--- config.mk ---
export PLATFORM = sky130hd
export DESIGN_NAME = crc16_frame_sched
export DESIGN_NICKNAME = d
export VERILOG_FILES = /design/src/rtl/crc16_frame_sched.sv
export SDC_FILE = /design/constraint.sdc
export NUM_CORES = 1
export LEC_CHECK = 0
export BUFFER_PORTS_ARGS = -buffer_cell sky130_fd_sc_hd__buf_4
export CORE_MARGIN = 2
export CORE_UTILIZATION = 49
export CTS_CLUSTER_SIZE = 20
export DETAILED_ROUTE_END_ITERATION = 6
export PLACE_DENSITY_LB_ADDON = 0.25
export SYNTH_ARGS = -nofsm -noshare
export SYNTH_HDL_FRONTEND = slang
export SYNTH_SLANG_ARGS = --single-unit
export TNS_END_PERCENT = 1
--- constraint.sdc ---
create_clock -name clk -period 1.85 [get_ports clk]
set_input_delay 0.4625 -clock clk [delete_from_list [all_inputs] [get_ports clk]]
set_output_delay 0.4625 -clock clk [all_outputs]
set_load 0.03 [all_outputs]
--- src/rtl/crc16_frame_sched.sv ---
// crc16_frame_sched
// Round-robin front end for a bit-serial CRC-16 (poly 0x1021) engine.
// Two requesters stream WORD_W-bit words; the winner owns the engine for a
// whole frame. Each word is shifted MSB-first, one bit per clock, and the
// final CRC is offered on a valid/ready result port.
//
// Build option:
//   CRC16_SCHED_INIT_ONES_EN  defined   -> per-frame seed 0xFFFF
//                             undefined -> per-frame seed 0x0000
module crc16_frame_sched #(
    parameter int WORD_W = 32
) (
    input  logic                  clk,
    input  logic                  rst_n,
    input  logic [1:0]            req_valid,
    input  logic [2*WORD_W-1:0]   req_data,
    input  logic [1:0]            req_last,
    output logic [1:0]            req_ready,
    output logic                  crc_valid,
    output logic [15:0]           crc_out,
    output logic                  crc_id,
    input  logic                  crc_ready,
    output logic                  busy
);

    localparam int CNT_W = $clog2(WORD_W);
    localparam logic [15:0] POLY = 16'h1021;
`ifdef CRC16_SCHED_INIT_ONES_EN
    localparam logic [15:0] SEED = 16'hFFFF;
`else
    localparam logic [15:0] SEED = 16'h0000;
`endif

    typedef enum logic [1:0] {
        ST_IDLE   = 2'd0,
        ST_ACCEPT = 2'd1,
        ST_SHIFT  = 2'd2,
        ST_DONE   = 2'd3
    } state_t;

    // One serial CRC step: feed bit b into register c.
    function automatic logic [15:0] crc_step(input logic [15:0] c, input logic b);
        logic fb;
        fb = c[15] ^ b;
        crc_step = {c[14:0], 1'b0} ^ (fb ? POLY : 16'h0000);
    endfunction

    // One-hot ready pattern for a given requester.
    function automatic logic [1:0] onehot(input logic sel);
        onehot = sel ? 2'b10 : 2'b01;
    endfunction

    state_t              state_r;
    logic                grant_r;
    logic                last_grant_r;
    logic                first_r;
    logic                last_r;
    logic [WORD_W-1:0]   word_r;
    logic [CNT_W-1:0]    cnt_r;
    logic [15:0]         crc_r;
    logic [1:0]          req_ready_r;
    logic                crc_valid_r;
    logic [15:0]         crc_out_r;
    logic                crc_id_r;
    logic                busy_r;

    logic                grant_sel_s;
    logic [WORD_W-1:0]   acc_word_s;
    logic                acc_valid_s;
    logic                acc_last_s;
    logic [15:0]         crc_next_s;

    // Arbitration choice and granted-requester muxing (no path to outputs).
    always_comb begin
        grant_sel_s = 1'b0;
        if (req_valid == 2'b11) begin
            grant_sel_s = ~last_grant_r;
        end else if (req_valid[1]) begin
            grant_sel_s = 1'b1;
        end else begin
            grant_sel_s = 1'b0;
        end
        if (grant_r) begin
            acc_word_s  = req_data[2*WORD_W-1:WORD_W];
            acc_valid_s = req_valid[1];
            acc_last_s  = req_last[1];
        end else begin
            acc_word_s  = req_data[WORD_W-1:0];
            acc_valid_s = req_valid[0];
            acc_last_s  = req_last[0];
        end
        crc_next_s = crc_step(crc_r, word_r[WORD_W-1]);
    end

    // Frame sequencer with all outputs registered from state transitions.
    always_ff @(posedge clk or negedge rst_n) begin
        if (!rst_n) begin
            state_r      <= ST_IDLE;
            grant_r      <= 1'b0;
            last_grant_r <= 1'b1;
            first_r      <= 1'b0;
            last_r       <= 1'b0;
            word_r       <= {WORD_W{1'b0}};
            cnt_r        <= {CNT_W{1'b0}};
            crc_r        <= SEED;
            req_ready_r  <= 2'b00;
            crc_valid_r  <= 1'b0;
            crc_out_r    <= 16'h0000;
            crc_id_r     <= 1'b0;
            busy_r       <= 1'b0;
        end else begin
            case (state_r)
                ST_IDLE: begin
                    if (|req_valid) begin
                        grant_r     <= grant_sel_s;
                        first_r     <= 1'b1;
                        req_ready_r <= onehot(grant_sel_s);
                        busy_r      <= 1'b1;
                        state_r     <= ST_ACCEPT;
                    end
                end
                ST_ACCEPT: begin
                    // Frame stays granted while the owner withholds valid.
                    if (acc_valid_s) begin
                        word_r      <= acc_word_s;
                        last_r      <= acc_last_s;
                        cnt_r       <= {CNT_W{1'b0}};
                        first_r     <= 1'b0;
                        req_ready_r <= 2'b00;
                        if (first_r) begin
                            crc_r <= SEED;
                        end
                        state_r     <= ST_SHIFT;
                    end
                end
                ST_SHIFT: begin
                    crc_r  <= crc_next_s;
                    word_r <= {word_r[WORD_W-2:0], 1'b0};
                    cnt_r  <= cnt_r + CNT_W'(1);
                    if (cnt_r == CNT_W'(WORD_W - 1)) begin
                        if (last_r) begin
                            crc_valid_r <= 1'b1;
                            crc_out_r   <= crc_next_s;
                            crc_id_r    <= grant_r;
                            state_r     <= ST_DONE;
                        end else begin
                            req_ready_r <= onehot(grant_r);
                            state_r     <= ST_ACCEPT;
                        end
                    end
                end
                ST_DONE: begin
                    if (crc_ready) begin
                        crc_valid_r  <= 1'b0;
                        last_grant_r <= grant_r;
                        busy_r       <= 1'b0;
                        state_r      <= ST_IDLE;
                    end
                end
                default: begin
                    state_r     <= ST_IDLE;
                    req_ready_r <= 2'b00;
                    crc_valid_r <= 1'b0;
                    busy_r      <= 1'b0;
                end
            endcase
        end
    end

    assign req_ready = req_ready_r;
    assign crc_valid = crc_valid_r;
    assign crc_out   = crc_out_r;
    assign crc_id    = crc_id_r;
    assign busy      = busy_r;

endmodule

==> metrics.cfg, run 1 <==
[status]
status=completed

[placed_design]
dp_slack_ps=55.2
gp_congestion=0.811
dpl.hpwl_um=5770
postPlaceCellArea_mm2=0.00486
io_buffers=91

[critical_path]
required_ps=2100
start_kind=flop
crit_chain=inv_1 -> ha_2 -> buf_4 -> and2_1 -> o21ai_1 -> a311oi_1
slowest_stage=dfrtp_1
setup.worst_path.class=flop to flop
end_kind=flop
critPathMaxStageDelay_ps=450
rr_startpoint=state_r[1]
cp-startpoint=state_r[1]
critical_path.max_fanout=10
critPathArrivalTime_ps=1990

[run]
max-cap-violations=0

[min_path]
min_path_type=primary input to async pin

[global_routing]
grt_max_degree=66
grt_pass1_wl_um=13800
antenna_found_initial=0
grt_pass1_vias=3180
grt_usage=0.193
gr-total-overflow=0

[floorplan]
die_width_um=95.0
dieArea_mm2=0.00902
die_y_um=95.0
rows=33
initial_utilization=0.499
core_mm2=0.00813
ios=92

[cts]
cts_setup_buffers=0
cts_max_path_buffers=2
htreeDepth=3
postCtsHoldBufs=0
cts.sinks=80
root_buffer=clkbuf_8
cts_made_buffers=9
clk_latency_ps=350
path_clk_slew_ps=90
cts_tree=built
cts_resized=0

[layout]
mostFrequentLayoutCell=buf_4
antenna_cells=0
drive_above_1_share=0.294
nets=579
syn_to_final_growth_pct=25.4
stdcell_area_mm2=0.00509
final_cell_mix=buf_4 (97), dfrtp_1 (78), nand2_1 (76)

[drt]
drtIter0Drc=140
vias=3185
drt_wl_total_um=7970
first_pass_iters=4
drcViolationCount=0
post_drt_wl_per_cell_um=13.0
via_per_inst=5.21
ant_nets=0

[yosys]
ys_async_sr_fraction=1.00
synthCells=414
netlist_area_mm2=0.00406
yosysSeqAreaShare=0.494
ys.warnings.count=0
synth_nets=492
synth-edff-count=0
yosysUniqueCellTypes=43
yosys.area.top_type=dfrtp_1
synthFlopType=dfrtp_1
synth_top_area_share=0.488
ys_ff_latch=80
synth_top_cells_by_area=dfrtp_1 (49%), mux2i_1 (8.4%), nand2_1 (7.0%), o21ai_0 (4.8%), a21oi_1 (4.7%)
syn_area_per_cell_um2=9.80

[power_and_ir_drop]
powerDensity_mw_per_mm2=1450
power.leakage_nw=2.46
ir_drop_mv=0.802

[timing]
relSlewSlack=0.672
timing.fmax_mhz=573
whs_ps=16.1
slew_viol_final=0
worst_slack_ps=105
fin_crit_sh=0.943
worstMarginPinSlew_ps=491
setup_violations=0
fin_worst_skew_ps=9.84
rsz0062_at_grt=true
period_needed_ps=1750
hold_viol_final=0

==> critical path: cells and delay by family, from the launching register on <==
family                     cells  cell delay (ps)
adders and majority gates      1              290
buffers and inverters          2              340
AOI/OAI and AO/OA              2              350
and+or+nand+nor                1              210
DFF                            1              450
==> power breakdown <==
part	total, mW	leakage (nW)	internal, mW	switching [mW]
sequential	2.65	1.04	2.29	0.367
clock	1.30	0.0885	0.632	0.666
combinational	3.41	1.33	1.47	1.94
total	7.36	2.46	4.39	2.97
==> routing by layer <==
metal,GRT usage,vias up,routed length [µm]
met5,0,-,0
met4,0.0592,0,95
met3,0.0447,13,340
met2,0.328,73,3960
met1,0.247,1496,3580
li1,-,1603,-
==> cell usage after synthesis, types with 2 or more instances <==
master	number
nor2b_1	3
mux2i_4	2
ha_1	7
buf_4	7
mux2i_1	34
clkbuf_1	6
nor3_1	2
buf_6	5
o21ai_1	14
inv_1	6
buf_2	6
clkbuf_2	2
o31ai_1	3
a21oi_1	38
o221ai_1	2
nor2_1	36
mux2_2	16
o21ai_0	39
xnor2_1	3
a31oi_1	5
dfrtp_1	79
nand3_1	3
nand2_1	76
==> per-stage QoR <==
stage	power, mW	std cells	utilization	setup TNS [ps]
after global placement	5.94	595	0.598	0
after CTS	7.40	611	0.623	0
after floorplan	5.32	414	-	0
after detailed placement	6.08	595	0.598	0
after global routing	7.97	611	0.625	-9.87
final	7.36	611	0.625	0
==> cell type report <==
cell class / instances / area, µm²
well taps: 105 / 131
repair buffers: 103 / 848
flip-flops and latches: 80 / 2000
fillers: 694 / 3050
inverters: 7 / 30.0
clock buffers: 9 / 124
multi-input cells: 300 / 1870
clock inverters: 7 / 77.6
==> flip-flops by register name, indices dropped and copies added, names as in the netlist <==
register and flops:
crc_id 1, word_r 32, req_ready 2, first_r 1, crc_out 16, state_r 2, last_grant_r 1, crc_r 16
last_r 1, crc_valid 1, grant_r 1, cnt_r 5, busy 1
==> worst paths after layout <==
path / depth (start not counted) / slack [ps] / endpoint
max: 6 / 100 / cnt_r[2]
min: 1 / 20 / word_r[11]
max reg2reg: 6 / 100 / cnt_r[2]
min reg2reg: 2 / 480 / word_r[7]
max in group asynchronous: 2 / 1240 / crc_r[0]
min in group clk: 3 / 400 / busy
==> kinds of logic after synthesis <==
logic type,share of synthesized area
compound gates,0.155
xor+xnor,0.00864
fa+ha+maj,0.0216
buf+inv,0.0497
flops,0.494
mux,0.146
simple gates,0.125
Power figures use the tool's default switching activity.
==> run 2: changes to the inputs <==
--- a/config.mk
+++ b/config.mk
@@ -11,6 +11,7 @@
 export CTS_CLUSTER_SIZE = 20
 export DETAILED_ROUTE_END_ITERATION = 6
 export PLACE_DENSITY_LB_ADDON = 0.25
+export RECOVER_POWER = 50
 export SYNTH_ARGS = -nofsm -noshare
 export SYNTH_HDL_FRONTEND = slang
 export SYNTH_SLANG_ARGS = --single-unit
==> metrics.cfg, run 2 (synthesized netlist as in run 1, its figures left out) <==
[cts]
clk_latency_ps=350  ; about the same
postCtsHoldBufs=0  ; unchanged
root_buffer=clkbuf_8
cts_made_buffers=9  ; unchanged
cts_tree=built
cts_setup_buffers=0  ; unchanged
cts.sinks=80  ; unchanged
path_clk_slew_ps=90  ; about the same
htreeDepth=3  ; unchanged
cts_max_path_buffers=2  ; unchanged

[timing]
worst_slack_ps=110  ; +5.60 ps
fin_worst_skew_ps=10.2  ; +0.333 ps
slew_viol_final=0  ; unchanged
period_needed_ps=1740  ; -5.60 ps
fin_crit_sh=0.940  ; -0.00303
setup_violations=0  ; unchanged
hold_viol_final=0  ; unchanged
timing.fmax_mhz=575  ; +0.32%
relSlewSlack=0.433  ; -0.239
rsz0062_at_grt=true
whs_ps=138  ; +121 ps
worstMarginPinSlew_ps=851  ; +360 ps

[critical_path]
worst-r2r-cell-count=6  ; unchanged
r2r_slack_ps=110  ; about the same
end_kind=flop
crit_chain=inv_1 -> ha_2 -> buf_4 -> and2_1 -> o21ai_1 -> a311oi_1
critPathMaxStageDelay_ps=450  ; about the same
cp-startpoint=state_r[1]
path_delay_family=flip-flops
critPathArrivalTime_ps=1990  ; about the same
setup.worst_path.class=flop to flop
slowest_stage=dfrtp_1
rr_startpoint=state_r[1]
required_ps=2100  ; about the same
critical_path.max_fanout=10  ; unchanged
r2r-end=cnt_r[2]
start_kind=flop
critical_path_buf_inv_count=2  ; unchanged

[min_path]
min_path_type=primary input to async pin

[drt]
drcViolationCount=0  ; unchanged
drtIter0Drc=142  ; +1.4%
drt_wl_total_um=7960  ; -0.21%
post_drt_wl_per_cell_um=13.0  ; -0.21%
vias=3186  ; +0.031%
ant_nets=0  ; unchanged
via_per_inst=5.21  ; about the same
first_pass_iters=5  ; +1

[global_routing]
grt.met1_usage=0.247  ; unchanged
gr-total-overflow=0  ; unchanged
grt_pass1_wl_um=13800  ; unchanged
grtUsageMet2=0.328  ; unchanged
antenna_found_initial=0  ; unchanged
grt_usage=0.193  ; unchanged
grt_max_degree=66  ; unchanged
met3_usage=0.0447  ; unchanged
busiest_layer=met2
grt_pass1_vias=3180  ; unchanged

[power_and_ir_drop]
powerDensity_mw_per_mm2=1460  ; +0.69%
power.leakage_nw=2.42  ; -1.3%
ir_drop_mv=0.803  ; +0.13%

[floorplan]
core_mm2=0.00813  ; unchanged
initial_utilization=0.499  ; unchanged
ios=92  ; unchanged
dieArea_mm2=0.00902  ; unchanged
die_width_um=95.0  ; unchanged
die_y_um=95.0  ; unchanged
rows=33  ; unchanged

[placed_design]
dp_slack_ps=55.2  ; unchanged
gp_congestion=0.811  ; unchanged
postPlaceCellArea_mm2=0.00486  ; unchanged
io_buffers=91  ; unchanged
dpl.hpwl_um=5770  ; unchanged

[layout]
mostFrequentLayoutCell=buf_4
antenna_cells=0  ; unchanged
max_flop_register=word_r
stdcell_area_mm2=0.00504  ; -0.84%
largest_register_ffs=32  ; unchanged
final_cell_mix=buf_4 (89), dfrtp_1 (78), nand2_1 (76)
syn_to_final_growth_pct=24.4
drive_above_1_share=0.283  ; -0.0119
nets=579  ; unchanged

[run]
max-cap-violations=0  ; unchanged

[status]
status=completed

==> run 2: changes by cell type in the layout (fill, tap and decap cells not counted), sizes merged <==
cell / change
buf: -9
clkbuf: +9
==> run 2: stage by stage <==
step,setup TNS [ps],instances,total power [mW],utilization
after floorplan,0,414,5.32,-
after global placement,0,595,5.94,0.598
after detailed placement,0,595,6.08,0.598
after CTS,0,611,7.40,0.623
after global routing,-9.87,611,7.95,0.620
final,0,611,7.35,0.620
==> run 2: worst register-to-register path: stages, from the launching register on <==
cell and delay, ps:
dfrtp_1 450, inv_1 130, ha_2 290, buf_4 220, and2_1 210, o21ai_1 90
a311oi_1 260
==> run 2: cell type report <==
| class | count | area, µm² |
|---|---|---|
| fillers | 701 | 3090 |
| flip-flops and latches | 80 | 2000 |
| multi-input cells | 300 | 1870 |
| repair buffers | 103 | 806 |
| well taps | 105 | 131 |
| clock buffers | 9 | 124 |
| clock inverters | 7 | 77.6 |
| inverters | 7 | 30.0 |
==> run 2: what timing repair did <==
| action | in CTS | in global routing |
|---|---|---|
| endpoints found under the hold margin | 0 | 0 |
| endpoints found under the setup margin | 0 | 17 |
| resized for setup | 0 | 6 |
==> run 2: power breakdown <==
group / switching, mW / internal [mW] / leakage (nW)
registers: 0.367 / 2.29 / 1.04
logic: 1.94 / 1.46 / 1.30
clock network: 0.665 / 0.632 / 0.0885
total: 2.97 / 4.37 / 2.42
==> run 2: worst max path at each step <==
stage	to	slack (ps)	depth (start not counted)
3_3_place_gp	req_ready[0]	120	7
6_report	cnt_r[2]	110	6
4_1_cts	cnt_r[2]	40	6
2_1_floorplan	crc_out[10]	20	6
5_1_grt	state_r[0]	-7	7
3_5_place_dp	req_ready[0]	60	7
==> run 2: routing by layer <==
layer / routed length [µm] / part of all wire / up-vias
met4: 90 / 0.011 / 0
met1: 3580 / 0.45 / 1500
met3: 323 / 0.041 / 12
met2: 3960 / 0.50 / 70
met5: 0 / 0 / -
li1: - / - / 1604
